### src/rtl/param_deserializer_pkg.sv
// Shared types for the parametrised serial deserializer: FSM states,
// the per-frame result word, and the bit-counter width helper.
package param_deserializer_pkg;

    // Widest payload the result word can carry. Instances use the low
    // DATA_W bits and leave the rest at zero.
    localparam int MAX_DATA_W = 64;
    localparam int MAX_LEN_W  = $clog2(MAX_DATA_W + 1);

    typedef enum logic {
        IDLE = 1'b0,
        RECV = 1'b1
    } state_t;

    typedef struct packed {
        logic [MAX_DATA_W-1:0] data;
        logic [MAX_DATA_W-1:0] mask;
        logic [MAX_LEN_W-1:0]  len;
        logic                  err_preamb;
        logic                  err_parity;
        logic                  err_len;
    } result_t;

    // Bit counter must reach preamble + payload + 2 without wrapping.
    function automatic int cnt_w(input int preamb_w, input int data_w);
        return $clog2(preamb_w + data_w + 3);
    endfunction

endpackage

### src/rtl/deser_out_reg.sv
// Valid/ready holding register for decoded frames. A frame arriving while
// a word is held and not being taken is discarded and counted.
module deser_out_reg
    import param_deserializer_pkg::*;
(
    input  logic       clk_i,
    input  logic       rst_n_i,
    input  logic       load_i,
    input  logic       ready_i,
    input  result_t    res_i,
    output logic       valid_o,
    output result_t    res_o,
    output logic [7:0] drop_cnt_o
);

    logic       valid_q, valid_d;
    result_t    res_q, res_d;
    logic [7:0] drop_q, drop_d;
    logic       accept;

    // Load when the slot is free or being emptied on this edge; otherwise drop.
    always_comb begin
        accept  = load_i && (!valid_q || ready_i);
        valid_d = valid_q;
        res_d   = res_q;
        drop_d  = drop_q;
        if (accept) begin
            valid_d = 1'b1;
            res_d   = res_i;
        end else if (valid_q && ready_i) begin
            valid_d = 1'b0;
        end
        if (load_i && !accept && (drop_q != 8'hFF)) begin
            drop_d = drop_q + 8'd1;
        end
    end

    // Holding register and saturating drop counter.
    always_ff @(posedge clk_i or negedge rst_n_i) begin
        if (!rst_n_i) begin
            valid_q <= 1'b0;
            res_q   <= '0;
            drop_q  <= '0;
        end else begin
            valid_q <= valid_d;
            res_q   <= res_d;
            drop_q  <= drop_d;
        end
    end

    assign valid_o    = valid_q;
    assign res_o      = res_q;
    assign drop_cnt_o = drop_q;

endmodule

### src/rtl/param_deserializer.sv
// Frames serial bits under an enable strobe, checks the preamble, recovers
// a variable-length payload with optional parity, and hands one result
// word per frame to a valid/ready output register.
module param_deserializer
    import param_deserializer_pkg::*;
#(
    parameter int                  DATA_W     = 10,
    parameter int                  PREAMB_W   = 4,
    parameter logic [PREAMB_W-1:0] PREAMB     = 4'b1010,
    parameter int                  PARITY_EN  = 1,
    parameter int                  PARITY_ODD = 0,
    parameter int                  MSB_FIRST  = 1
) (
    input  logic                        clk_i,
    input  logic                        rst_n_i,
    input  logic                        ser_data_i,
    input  logic                        ser_data_en_i,
    output logic [DATA_W-1:0]           data_o,
    output logic [DATA_W-1:0]           mask_o,
    output logic [$clog2(DATA_W+1)-1:0] len_o,
    output logic                        err_preamb_o,
    output logic                        err_parity_o,
    output logic                        err_len_o,
    output logic                        err_o,
    output logic                        valid_o,
    input  logic                        ready_i,
    output logic [7:0]                  drop_cnt_o
);

    localparam int LEN_W = $clog2(DATA_W + 1);
    localparam int CNT_W = cnt_w(PREAMB_W, DATA_W);
    localparam int N_MAX = PREAMB_W + DATA_W + 2;
    // Payload window plus a slot for the trailing parity bit.
    localparam int WIN_W = DATA_W + PARITY_EN;

    state_t              state_q, state_d;
    logic [CNT_W-1:0]    n_q, n_d;
    logic [PREAMB_W-1:0] preamb_q, preamb_d;
    logic [WIN_W-1:0]    win_q, win_d;
    logic                par_q, par_d;

    logic                start;
    logic                eof;
    logic [CNT_W-1:0]    pos;
    logic [WIN_W-1:0]    data_src;
    int                  l_int;
    result_t             res_in, res_out;

    // FSM state register.
    always_ff @(posedge clk_i or negedge rst_n_i) begin
        if (!rst_n_i) state_q <= IDLE;
        else          state_q <= state_d;
    end

    // FSM next state: a frame lasts exactly as long as the enable strobe.
    always_comb begin
        state_d = state_q;
        case (state_q)
            IDLE:    if (ser_data_en_i)  state_d = RECV;
            RECV:    if (!ser_data_en_i) state_d = IDLE;
            default: state_d = IDLE;
        endcase
    end

    // FSM outputs: frame start (first bit is captured on this edge) and EOF.
    always_comb begin
        start = 1'b0;
        eof   = 1'b0;
        case (state_q)
            IDLE:    start = ser_data_en_i;
            RECV:    eof   = !ser_data_en_i;
            default: ;
        endcase
    end

    // Bit capture: preamble shift, payload window, running parity, counter.
    always_comb begin
        n_d      = n_q;
        preamb_d = preamb_q;
        win_d    = win_q;
        par_d    = par_q;
        pos      = start ? '0 : n_q;
        if (start) begin
            n_d      = '0;
            preamb_d = '0;
            win_d    = '0;
            par_d    = 1'b0;
        end
        if (ser_data_en_i) begin
            if (pos != CNT_W'(N_MAX)) n_d = pos + CNT_W'(1);
            if (int'(pos) < PREAMB_W) begin
                preamb_d = (preamb_d << 1) | PREAMB_W'(ser_data_i);
            end else begin
                par_d = par_d ^ ser_data_i;
                if (MSB_FIRST != 0) begin
                    // Newest bit at bit 0; the window keeps the most recent bits.
                    win_d = (win_d << 1) | WIN_W'(ser_data_i);
                end else begin
                    // Bit k of the payload goes straight to position k; bits
                    // past the window are ignored so the first ones survive.
                    for (int i = 0; i < WIN_W; i++) begin
                        if (i == int'(pos) - PREAMB_W) win_d[i] = ser_data_i;
                    end
                end
            end
        end
    end

    // Datapath registers.
    always_ff @(posedge clk_i or negedge rst_n_i) begin
        if (!rst_n_i) begin
            n_q      <= '0;
            preamb_q <= '0;
            win_q    <= '0;
            par_q    <= 1'b0;
        end else begin
            n_q      <= n_d;
            preamb_q <= preamb_d;
            win_q    <= win_d;
            par_q    <= par_d;
        end
    end

    // Result word from the captured state; only consumed on the EOF edge.
    always_comb begin
        l_int = int'(n_q) - PREAMB_W - PARITY_EN;
        if (l_int < 0) l_int = 0;
        // With MSB-first the parity bit sits at the bottom of the window.
        data_src = (MSB_FIRST != 0) ? (win_q >> PARITY_EN) : win_q;
        res_in   = '0;
        for (int i = 0; i < DATA_W; i++) begin
            res_in.mask[i] = (i < l_int);
            res_in.data[i] = data_src[i] && (i < l_int);
        end
        res_in.len        = MAX_LEN_W'((l_int > DATA_W) ? DATA_W : l_int);
        res_in.err_preamb = (int'(n_q) < PREAMB_W) || (preamb_q != PREAMB);
        res_in.err_len    = (l_int == 0) || (l_int > DATA_W);
        res_in.err_parity = (PARITY_EN != 0) && (l_int >= 1) &&
                            (par_q != (PARITY_ODD != 0));
    end

    deser_out_reg u_out (
        .clk_i      (clk_i),
        .rst_n_i    (rst_n_i),
        .load_i     (eof),
        .ready_i    (ready_i),
        .res_i      (res_in),
        .valid_o    (valid_o),
        .res_o      (res_out),
        .drop_cnt_o (drop_cnt_o)
    );

    assign data_o       = res_out.data[DATA_W-1:0];
    assign mask_o       = res_out.mask[DATA_W-1:0];
    assign len_o        = res_out.len[LEN_W-1:0];
    assign err_preamb_o = res_out.err_preamb;
    assign err_parity_o = res_out.err_parity;
    assign err_len_o    = res_out.err_len;
    assign err_o        = res_out.err_preamb | res_out.err_parity | res_out.err_len;

    // Upper bits of the wide result word are always zero for this instance.
    logic [2*MAX_DATA_W+MAX_LEN_W-1:0] res_unused;
    assign res_unused = {res_out.data, res_out.mask, res_out.len};

endmodule

### config.mk
export PLATFORM = sky130hd
export DESIGN_NAME = param_deserializer
export DESIGN_NICKNAME = d
export VERILOG_FILES = /design/src/rtl/param_deserializer_pkg.sv /design/src/rtl/deser_out_reg.sv /design/src/rtl/param_deserializer.sv
export SDC_FILE = /design/constraint.sdc
export NUM_CORES = 1
export LEC_CHECK = 0
export BUFFER_PORTS_ARGS = -buffer_cell sky130_fd_sc_hd__buf_4
export CAP_MARGIN = 15
export CELL_PAD_IN_SITES_DETAIL_PLACEMENT = 0
export CELL_PAD_IN_SITES_GLOBAL_PLACEMENT = 1
export CORE_UTILIZATION = 50
export DETAILED_ROUTE_END_ITERATION = 10
export HOLD_SLACK_MARGIN = 0.08
export PLACE_DENSITY = 0.8
export SLEW_MARGIN = 15
export SYNTH_ARGS = -nofsm -noshare
export SYNTH_HDL_FRONTEND = slang
export SYNTH_HIERARCHICAL = 1
export SYNTH_SLANG_ARGS = --single-unit
### constraint.sdc
create_clock -name clk_i -period 2.7 [get_ports clk_i]
set_input_delay 0.54 -clock clk_i [delete_from_list [all_inputs] [get_ports clk_i]]
set_output_delay 0.54 -clock clk_i [all_outputs]
set_load 0.1 [all_outputs]
* Word level (Yosys, flattened, before mapping)
Index checks and enable logic that the tools add are counted.
** Storage, ports and cells
- Output and inout bits :: 37
- Register bits :: 58
- Input bits :: 5
** Cells by class
- Add/subtract/negate cells :: 4
- Order comparisons :: 15
- Eq/ne operators :: 3
- Bitwise logic cells :: 5
- Multiplexer cells :: 19
- Reduce and logical (&&, ||, !) cells :: 23
** Operators with widths (number)
- < comparator 4 x 32 -> 1 bit, first input constant :: 4
- < comparator 3 x 32 -> 1 bit, first input constant :: 2
- < comparator 5 x 32 -> 1 bit, first input constant :: 2
- 2-to-1 mux 11 bit :: 3
- >= comparator 32 x 2 -> 1 bit, second input constant :: 1
- greater-than comparator 32 x 5 -> 1 bit, second input constant :: 1
- zero test 32 bit :: 1
- < comparator 1 x 32 -> 1 bit, first input constant :: 1
- < comparator 2 x 32 -> 1 bit, first input constant :: 1
- 2-to-1 mux 32 bit :: 1
- 2-to-1 mux 4 bit :: 4
- logical AND 1 bit :: 15
- 2-to-1 mux 5 bit :: 3
- bitwise OR 11 x 1 -> 11 bit :: 1
- < comparator 5 x 3 -> 1 bit, second input constant :: 2
- adder 8 x 1 -> 8 bit, second input constant :: 1
- 2-to-1 mux 1 bit :: 8
- != test 8 bit, second input constant :: 1
- < comparator 7 x 1 -> 1 bit, second input constant :: 1
- subtractor 6 x 2 -> 7 bit, second input constant :: 1
- subtractor 5 x 3 -> 6 bit, second input constant :: 1
- adder 5 x 1 -> 5 bit, second input constant :: 1
- != test 5 bit, second input constant :: 1
- != test 4 bit, second input constant :: 1
- other kinds (6) :: 11

* Logic depth before layout (Yosys ltp)
- Depth in word-level cells :: 6
- Gate-level depth with buffers :: 10
- Mapped depth without buffers :: 8

* Cells and area by module
Netlist, hierarchy kept.
** By module, submodules not included
- deser_out_reg :: times used 1, seq. area each 3678.5 sq um, cells an instance 337, area an instance 6207.2 sq um
- param_deserializer :: times used 1, seq. area each 550.5 sq um, cells an instance 230, area an instance 1720.4 sq um

* Least setup slack after synthesis
Ideal clock, no wire load.
- Kind :: register to register
- Start :: reg n_q[2]
- End :: reg u_out.res_q, in the netlist u_out/res_o[0]
- Cell stages (with the launch flop) :: 11
- Clock period less this slack :: 2429 ps
- Slack :: 271 ps
- Arrival time :: 2303 ps
- Buffers on the path :: 2
- Setup time :: 126 ps
- Cells stage by stage :: dfrtp_1 -> buf_2 -> inv_1 -> ha_1 -> ha_1 -> clkbuf_1 -> inv_1 -> a211oi_1 -> o21ba_1 -> a2111o_1 -> mux2_2
** RTL lines
- start, declared :: RTL line param_deserializer.sv:37 : logic [CNT_W-1:0] n_q, n_d;
- start signal, assigned :: RTL line param_deserializer.sv:117 : n_q <= n_d;
- end signal, assigned :: RTL line deser_out_reg.sv:46 : res_q <= res_d;
- end, declared :: RTL line deser_out_reg.sv:17 : result_t res_q, res_d;

==> metrics.csv <==
stage,metric,value,unit
cts,clk-insertion-delay-late,340,ps
run_status,status,"complete, but fails checks",
die,io_pins,42,
routing,drtPass1Iterations,7,
cts,clockRootBuffer,clkbuf_8,
cts,cts_max_level,3,
critical_path,critical_path_depth,8,
job,max_cap_viol_count,0,
yosys,syn_area,3390,sq um
global_route,grt_use_total,22.9,%
yosys,yosysWarnings,6,
sta,slew_headroom,50.5,%
critical_path,cp.arrival,2630,ps
final_layout,finalInstanceArea,3850,sq um
cts,clockBufferDepth,2,
critical_path,cp-startpoint,n_q[3]$_DFF_PN0_,
sta,period_minus_slack,2410,ps
routing,viasPerCell,5.69,
sta,skew,10.5,ps
sta,drv_slew,0,
final_layout,seqCellArea,1450,sq um
cts,hold_buffers,0,
critical_path,ff2ff_path_depth,8,
power,powerDensity,1090,nW/um^2
final_layout,drive_above_1_share,28.2,%
cts,cts_tree,built,
cts,clock-sinks,58,
power,total_power,4.21,mW
die,dieArea,7110,sq um
critical_path,rrSetupSlack,290,ps
critical_path,slowest_delay,460,ps
die,core_area,6460,sq um
critical_path,path_max_fanout,10,
critical_path,slowest_stage,ha_1,
routing,drtIter0Drc,203,
routing,post_drt_wl_per_cell,16.1,microns
routing,antenna_left,0,
global_route,grt_max_degree,59,
sta,final.period_utilization,89.2,%
worst_hold_path,hold_path_class,primary input to async pin,
sta,fin_tns_setup,0,ps
cts,clk_pin_slew_worst_paths,70,ps
final_layout,finalNetCount,387,
power,total_leakage_power,1.81,nW
critical_path,startpoint_type,flop,
sta,rsz0062_at_grt,no,
run_status,violations,design-rule violations,
final_layout,antenna-diode-count,0,
sta,tightestPinTransition,742,ps
yosys,synth_cells,335,
critical_path,critPathTopFamily,adder cells,
final_layout,multi_input_area,1710,sq um
critical_path,path_class,flop to flop,
power,ir_drop,0.923,mV
sta,max_freq,0.415,GHz
die,num_rows,29,
critical_path,cp_num_buf_inv,2,
global_route,grt_pass1_vias,2547,
cts,cts_resized,0,
yosys,synth_fp_nets,348,
final_layout,fill_cells,596,
global_route,grt_overflow,0,
global_route,antenna_found_initial,0,
critical_path,worstPathCellList,inv_1 > ha_1 > ha_1 > inv_1 > a211oi_1 > o21ba_1 > a2111o_1 > mux2_2,
sta,setup_violations,0,
critical_path,reg2reg_from,n_q[3]$_DFF_PN0_,
final_layout,synthToLayoutAreaGrowth,13.7,%
placement,numPortBuffers,41,
cts,numCtsBuffers,9,
cts,postCtsSetupRepairBufs,0,
sta,hold_viol,0,
die,fp.dieH,84.3,microns
die,start_util,52.5,%
routing,num_vias,2594,
die,die-width,84.3,microns
global_route,grt_pass1_wl,12600,microns
routing,wl,7360,microns
placement,dp_hpwl,5260,microns
critical_path,required,2920,ps
placement,globalplace.congestion,0.922,
placement,placed_cell_area,3680,sq um
yosys,avgSynthCellArea,10.1,sq um
routing,route.detailed.drc,9,
critical_path,endpoint_kind,flop,
registers in the layout, summed over array words and instances (netlist names):
name              count
u_out/res_o          27
par_q                 1
state_q               1
n_q                   5
u_out/valid_o         1
u_out/drop_cnt_o      8
preamb_q              4
win_q                11
through the flow:
| stage | hold WS [ps] | util, % | setup WS (ps) | std cells |
|---|---|---|---|---|
| CTS | 282 | 59.6 | 309 | 456 |
| finish | 260 | 59.6 | 292 | 456 |
| global placement | 460 | 56.9 | 342 | 440 |
| global route | 317 | 59.6 | 151 | 456 |
| detailed placement | 474 | 56.9 | 324 | 440 |
| floorplan | 244 | - | 271 | 335 |
where the power goes:
group	internal, mW	switching [mW]
sequential	1.03	0.133
combinational	0.688	1.66
clock	0.353	0.349
total	2.07	2.14
cells in the final DEF (no fill, tap or decap), drive strengths merged, types with 3 or more instances in the layout:
master   n
nand2b   4
dfrtp   58
nand3   14
buf     50
xnor2    3
a211oi   3
inv     13
ha       8
nand4    3
a21oi   11
nor2b    3
nor3     8
clkinv   3
mux2    34
a32o     3
nand2   57
or3      4
clkbuf  11
nor2    17
a31oi    5
o21ai   27
per-layer routing:
metal,wire length [microns],global-route usage [%]
met1,3510,30.1
met2,3380,36.7
met3,286,3.74
met4,185,11.3
met5,0,0
final cells by class:
type	instances	area share, %
multi-input cells	242	44.3
flip-flops and latches	58	37.7
repair buffers	50	9.75
clock buffers	11	3.67
well taps	77	2.50
inverters	13	1.27
clock inverters	5	0.780
worst paths after layout:
path / end
setup / recovery: u_out/res_o[0]$_DFFE_PN0P_
hold / removal: u_out/res_o[6]$_DFFE_PN0P_
setup reg to reg: u_out/res_o[0]$_DFFE_PN0P_
hold reg to reg: win_q[1]$_DFF_PN0_
max in group asynchronous: u_out/valid_o$_DFFE_PN0P_
min in group clk_i: state_q$_DFF_PN0_
Note: power is estimated with default switching activity, not from simulation.
